**config.mk**
```make
export PLATFORM = sky130hd
export DESIGN_NAME = divo_8by4_seq
export DESIGN_NICKNAME = d
export VERILOG_FILES = /design/src/rtl/divo_8by4_seq.sv
export SDC_FILE = /design/constraint.sdc
export NUM_CORES = 1
export LEC_CHECK = 0
export ABC_CLOCK_PERIOD_IN_PS = 2170
export CELL_PAD_IN_SITES_DETAIL_PLACEMENT = 1
export CELL_PAD_IN_SITES_GLOBAL_PLACEMENT = 2
export CORE_UTILIZATION = 40
export CTS_BUF_LIST = sky130_fd_sc_hd__clkbuf_8
export CTS_CLUSTER_DIAMETER = 200
export DETAILED_ROUTE_END_ITERATION = 10
export DONT_BUFFER_PORTS = 1
export PLACE_DENSITY_LB_ADDON = 0.3
export SLEW_MARGIN = 5
export SYNTH_ARGS = -nofsm -noshare
export SYNTH_HDL_FRONTEND = slang
export SYNTH_SLANG_ARGS = --single-unit
```
**constraint.sdc**
```tcl
create_clock -name clk -period 2.17 [get_ports clk]
set_input_delay 0.434 -clock clk [delete_from_list [all_inputs] [get_ports clk]]
set_output_delay 0.434 -clock clk [all_outputs]
set_load 0.01 [all_outputs]
```
**src/rtl/divo_8by4_seq.sv**
```systemverilog
// Sequential 8-by-4 unsigned restoring divider: one quotient bit per clock,
// start/done handshake, registered quotient/remainder/div0 results.
module divo_8by4_seq (
  input  logic       clk,
  input  logic       rst_n,
  input  logic       start,
  input  logic [7:0] p,
  input  logic [3:0] m,
  output logic [7:0] q,
  output logic [3:0] r,
  output logic       busy,
  output logic       done,
  output logic       div0
);

  typedef enum logic [1:0] {
    IDLE = 2'd0,
    RUN  = 2'd1,
    DONE = 2'd2
  } state_t;

  state_t state;
  state_t next_state;

  logic [7:0] dividend;
  logic [3:0] divisor;
  logic [3:0] rem;
  logic [7:0] quot;
  logic [2:0] bit_cnt;
  logic       zero_div;

  logic [4:0] trial;
  logic       trial_ge;
  logic [3:0] rem_next;

  // Whenever trial >= divisor the difference is below the divisor, so it
  // fits in 4 bits and the 5-bit partial remainder's MSB is always zero.
  always_comb begin
    trial    = {rem, dividend[7]};
    trial_ge = (trial >= {1'b0, divisor});
    rem_next = trial[3:0];
    if (trial_ge) begin
      rem_next = trial[3:0] - divisor;
    end
  end

  always_ff @(posedge clk) begin
    if (!rst_n) begin
      state <= IDLE;
    end else begin
      state <= next_state;
    end
  end

  always_comb begin
    next_state = state;
    case (state)
      IDLE: begin
        if (start) begin
          next_state = (m == 4'd0) ? DONE : RUN;
        end
      end
      RUN: begin
        if (bit_cnt == 3'd0) begin
          next_state = DONE;
        end
      end
      DONE:    next_state = IDLE;
      default: next_state = IDLE;
    endcase
  end

  // A zero divisor preloads the saturated result so DONE publishes uniformly.
  always_ff @(posedge clk) begin
    if (!rst_n) begin
      dividend <= 8'd0;
      divisor  <= 4'd0;
      rem      <= 4'd0;
      quot     <= 8'd0;
      bit_cnt  <= 3'd0;
      zero_div <= 1'b0;
      q        <= 8'd0;
      r        <= 4'd0;
      div0     <= 1'b0;
      busy     <= 1'b0;
      done     <= 1'b0;
    end else begin
      busy <= (next_state == RUN);
      done <= (state == DONE);
      case (state)
        IDLE: begin
          if (start) begin
            if (m != 4'd0) begin
              dividend <= p;
              divisor  <= m;
              rem      <= 4'd0;
              quot     <= 8'd0;
              bit_cnt  <= 3'd7;
              zero_div <= 1'b0;
            end else begin
              rem      <= 4'hF;
              quot     <= 8'hFF;
              zero_div <= 1'b1;
            end
          end
        end
        RUN: begin
          dividend <= {dividend[6:0], 1'b0};
          rem      <= rem_next;
          quot     <= {quot[6:0], trial_ge};
          bit_cnt  <= bit_cnt - 3'd1;
        end
        DONE: begin
          q    <= quot;
          r    <= rem;
          div0 <= zero_div;
        end
        default: begin
        end
      endcase
    end
  end

endmodule

```
* Yosys cells after proc, flatten, opt, wreduce, memory -nomap -nowiden *
Cells that the tools add are included.

storage, ports and cells
  flip-flop bits (word level) = 45
  word-level logic and storage cells = 47
  input port bits = 15

operators by class
  add/sub/neg operators = 2
  $lt $le $gt $ge = 1
  muxes and demuxes = 18
  reductions and logical operators = 9
  equal/unequal tests = 5

operators with widths
  operator                                                               count
  8-bit 2-to-1 mux                                                       4
  8-bit case mux with 2 select lines                                     2
  4-bit 2-to-1 mux                                                       3
  4-bit case mux with 2 select lines                                     1
  2-bit 2-to-1 mux                                                       3
  3-bit 2-to-1 mux                                                       2
  3-bit case mux with 2 select lines                                     1
  3-bit AND reduction                                                    2
  5-bit by 4-bit greater-or-equal comparator with 1-bit output           1
  2-bit by 1-bit equality test with 1-bit output, second input constant  2
  4-bit zero test                                                        1
  2-bit inequality test, second input constant                           2
  2-bit case mux with 2 select lines                                     1
  2-bit AND reduction                                                    2
  4-bit nonzero test                                                     1
  4-bit subtractor                                                       1
  3-bit zero test                                                        1
  3-bit by 1-bit subtractor with 3-bit output, second input constant     1
  2-bit equality test, second input constant                             1
  2-bit zero test                                                        1
  2-bit nonzero test                                                     1
  1-bit 2-to-1 mux                                                       1

* Depth between registers and ports, before layout *
  word-level depth = 5
  depth in mapped cells = 8

* Worst setup path before layout *
No wires, ideal clock.

  path type = reg2reg
  from = register divisor[1]
  to = register rem[0]
  cell stages (with the launch flop) = 8
  data required time = 2.051 ns
  slack = 0.342 ns
  buffers on the path = 0
  period minus slack after synthesis = 1.828 ns
  arrival time = 1.710 ns
  setup time = 0.119 ns
  path through = dfxtp_1 > inv_1 > ha_1 > or4_1 > a21oi_2 > nor3_4 > mux2i_1 > o221a_2

on the way
  word-level cells in the longest chain between the ends = 3

ends and longest elaborated chain
  item                                                          line  source
  start: declaration                                            26    logic [3:0] divisor;
  start signal: assignment                                      95    divisor <= m;
  5-bit by 4-bit greater-or-equal comparator with 1-bit output  40    trial_ge = (trial >= {1'b0, divisor});
  4-bit 2-to-1 mux                                              42    if (trial_ge) begin
  4-bit case mux with 2 select lines                            90    case (state)
  end signal: assignment                                        109   rem <= rem_next;
  end: declaration                                              27    logic [3:0] rem;

No other way between the ends.
A chain may end at the register's enable or synchronous reset.

* Final worst setup path *
Ends and elaborated chain as after synthesis.

==> out/summary.md <==
- 248 ps — minimum hold slack
- 4 — drt pass-1 iters
- 47.1% — fin util
- reg2reg — Worst Setup Path Type
- 0 ps — Setup TNS
- complete, no violations — outcome
- 5.55 — Avg Vias per Cell
- 58 — count of routing violations after the opening detailed-route iteration
- 0 — number of antenna violations at the first check in global routing
- 6.39 ps — clock skew
- 4500 µm² — Core Footprint
- 1930 µm² — Mapped Area
- register — category of the worst setup path launch point
- 0 — setup fix buffers added after clock tree synthesis
- 0 — number of remaining DRC errors
- 690 ps — actual transition at the worst max-transition pin
- 42.8% — starting density of the core
- 2 — maximum number of buffers from clock root to sink
- 233 — Syn Nets
- 2360 ps — Data required, critical path
- 3200 µm — estimated wirelength of the detail-placed design
- 1557 — vias in the first global route
- m[2] — hold wc startpoint
- no — RSZ-0062 raised after global routing
- 0 — PortBufs
- 6 — Max FO, Critical Path
- 9.86% — Layout area overhead
- 0 — remaining number of nets flagged by the antenna check after routing
- 0 — total congestion overflow after global routing
- 39 — Cell variety after synth
- 2 — level count of the clock H-tree
- 159 ps — worst setup slack after layout
- 53.8% — slew margin rel.
- divisor[1] — launching instance or port of the critical path
- 232 — Final #Nets
- 125 ps — Setup WS pre-CTS
- 0 — post-cts resize count
- done — clock tree from TritonCTS
- 5 — TritonCTS Buffers
- 9.14 µm² — average cell area after synthesis
- sky130_fd_sc_hd__clkbuf_8 — clock tree root buffer cell
- 300 ps — later-pin clock latency in the skew report
- 0 — # setup viols final
- 46.7% — sequential element share of the synthesized area
- 45 — clock sinks
- 9.00% — layout cell share with drive strength beyond 1
- 45 — flops & latches, synth
- 0 — hold buffer count at cts
- 24 — number of cell rows
- 1459 — via count of the routed design
- 18.8% — All-Layer GR Usage
- 982 nW/µm² — Power Dens Cells
- 0 — final slew viol count
- 211 — cells after synthesis
- 30 — Ports
- 0.947 — Placer Congestion
- 2080 µW — post-layout total power
- 0 — diodes inserted
- divisor[1] — startpoint of the lowest-slack register-to-register path
- 71.5 µm — Die H
- 595 µV — worst vdd rail ir drop
- 71.5 µm — chip width
- 2210 ps — data arrival time of the critical path
- 0.000884 µW — leakage component of the power
- 0 — endpoints failing hold
- 2010 ps — minimum clock period
- 497 MHz — Max Clk Rate
- in2reg — Hold Path Class
- 16.8 µm — per-cell routed wire length
- 5110 µm² — Die Footprint
- 4420 µm — wirelength, routed
- register — Critical Path Sink Type
- 92.7% — post-route clock period utilization
- 32 — largest net degree at the start of global routing
- 0 — Yosys Warn Count
- 90 ps — clock transition at the registers of the reported paths
- 160 ps — internal reg-to-reg setup slack
- 7380 µm — first-pass GRT wire length
- 0 — max-cap check violation count
==> report_power, final <==
| group | internal [µW] | leakage [µW] | switching, µW |
|---|---|---|---|
| combinational | 163 | 0.000446 | 204 |
| sequential | 898 | 0.000369 | 60.1 |
| clock | 463 | 0.0000687 | 294 |
| total | 1520 | 0.000884 | 558 |
==> final timing paths <==
kind,depth (start not counted),endpoint
worst max-delay path,7,rem[0]
worst min-delay path,2,divisor[2]
worst max register to register,7,rem[0]
worst min register to register,2,div0
==> flip-flops by register name, summed over array words and instances, names as in the netlist <==
signal / cells
dividend: 8
state: 2
done: 1
q: 8
bit_cnt: 3
rem: 4
zero_div: 1
divisor: 4
r: 4
quot: 8
div0: 1
busy: 1
==> cell usage in the layout, fill, tap and decap left out, drive strengths merged <==
cell and count:
dfxtp 45, nand2 42, nor2 15, a21boi 14, inv 10, mux2i 9
o211a 8, o22ai 7, ha 6, nand2b 5, clkbuf 5, a21oi 5
nor3 5, o21ai 4, buf 4, o221a 2, nor2b 2, and3 2
o311a 2, o32ai 2, bufinv 2, nor4 2, or4 1, o21ba 1
o41ai 1, nand3b 1, or2 1, and2 1, o211ai 1, a21o 1
xor2 1, o31ai 1, a31oi 1, a22o 1, fa 1
==> per-stage QoR <==
step	cells	instance area [µm²]
floorplan	211	1930
global placement	255	1980
detailed placement	255	1980
CTS	263	2110
global route	263	2120
finish	263	2120
==> worst max-delay path, stage by stage (launching register included) <==
cell and delay, ps:
sky130_fd_sc_hd__dfxtp_1 310, sky130_fd_sc_hd__inv_1 80, sky130_fd_sc_hd__ha_1 220, sky130_fd_sc_hd__or4_1 540, sky130_fd_sc_hd__a21oi_2 210, sky130_fd_sc_hd__nor3_4 100, sky130_fd_sc_hd__mux2i_1 150, sky130_fd_sc_hd__o221a_2 290
==> cells in the mapped netlist <==
cell type / n / area [µm²]
sky130_fd_sc_hd__and3_1: 2 / 12.5
sky130_fd_sc_hd__nand2b_1: 5 / 31.3
sky130_fd_sc_hd__mux2i_1: 9 / 90.1
sky130_fd_sc_hd__dfxtp_1: 45 / 901
sky130_fd_sc_hd__fa_1: 1 / 20.0
sky130_fd_sc_hd__o41ai_1: 1 / 8.76
sky130_fd_sc_hd__nand2_1: 42 / 158
sky130_fd_sc_hd__clkbuf_1: 9 / 33.8
sky130_fd_sc_hd__a21o_1: 1 / 7.51
sky130_fd_sc_hd__xor2_1: 1 / 8.76
sky130_fd_sc_hd__inv_1: 9 / 33.8
sky130_fd_sc_hd__o211ai_1: 1 / 7.51
sky130_fd_sc_hd__o32ai_1: 2 / 17.5
sky130_fd_sc_hd__or4_1: 1 / 7.51
sky130_fd_sc_hd__a21boi_0: 13 / 97.6
sky130_fd_sc_hd__nand3b_1: 1 / 7.51
sky130_fd_sc_hd__a31oi_1: 1 / 6.26
sky130_fd_sc_hd__nor2_1: 15 / 56.3
sky130_fd_sc_hd__nor3_2: 1 / 10.0
sky130_fd_sc_hd__o22ai_1: 7 / 43.8
sky130_fd_sc_hd__a21boi_1: 1 / 7.51
sky130_fd_sc_hd__o21ai_0: 4 / 20.0
sky130_fd_sc_hd__buf_2: 3 / 15.0
sky130_fd_sc_hd__a22o_1: 1 / 8.76
sky130_fd_sc_hd__o31ai_1: 1 / 7.51
sky130_fd_sc_hd__ha_1: 6 / 75.1
sky130_fd_sc_hd__a21oi_1: 4 / 20.0
sky130_fd_sc_hd__o311a_1: 2 / 20.0
sky130_fd_sc_hd__o221a_2: 2 / 22.5
sky130_fd_sc_hd__a21oi_2: 1 / 8.76
sky130_fd_sc_hd__or2_1: 1 / 6.26
sky130_fd_sc_hd__nor3_4: 1 / 16.3
sky130_fd_sc_hd__o211a_1: 8 / 80.1
sky130_fd_sc_hd__nor4_2: 1 / 12.5
sky130_fd_sc_hd__o21ba_2: 1 / 10.0
sky130_fd_sc_hd__nor2b_1: 2 / 12.5
sky130_fd_sc_hd__nor4_1: 1 / 6.26
sky130_fd_sc_hd__and2_1: 1 / 6.26
sky130_fd_sc_hd__nor3_1: 3 / 15.0
==> kinds of logic after synthesis <==
logic type	count (synthesis)	share of synthesized area, %
compound gates	51	20.4
mux	9	4.67
buf+inv	21	4.28
flops	45	46.7
fa+ha+maj	7	4.93
simple gates	77	18.5
xor+xnor	1	0.454
==> area by class of cell <==
| class | instances | area, µm² |
|---|---|---|
| clock buffer | 5 | 68.8 |
| clock inverter | 3 | 68.8 |
| fill | 540 | 2380 |
| inverter | 9 | 33.8 |
| multi-input combinational | 145 | 952 |
| sequential | 45 | 901 |
| tap | 52 | 65.1 |
| timing repair buffer | 4 | 30.0 |
==> layer usage <==
metal  global-route usage, %  vias up  routed length [µm]
met2                    33.1       24                2240
met3                    5.20        4                 163
li1                        -      731                   -
met4                    6.54        0                  66
met1                    22.2      700                1950
met5                       0        -                   0
Power figures use the tool's default switching activity.
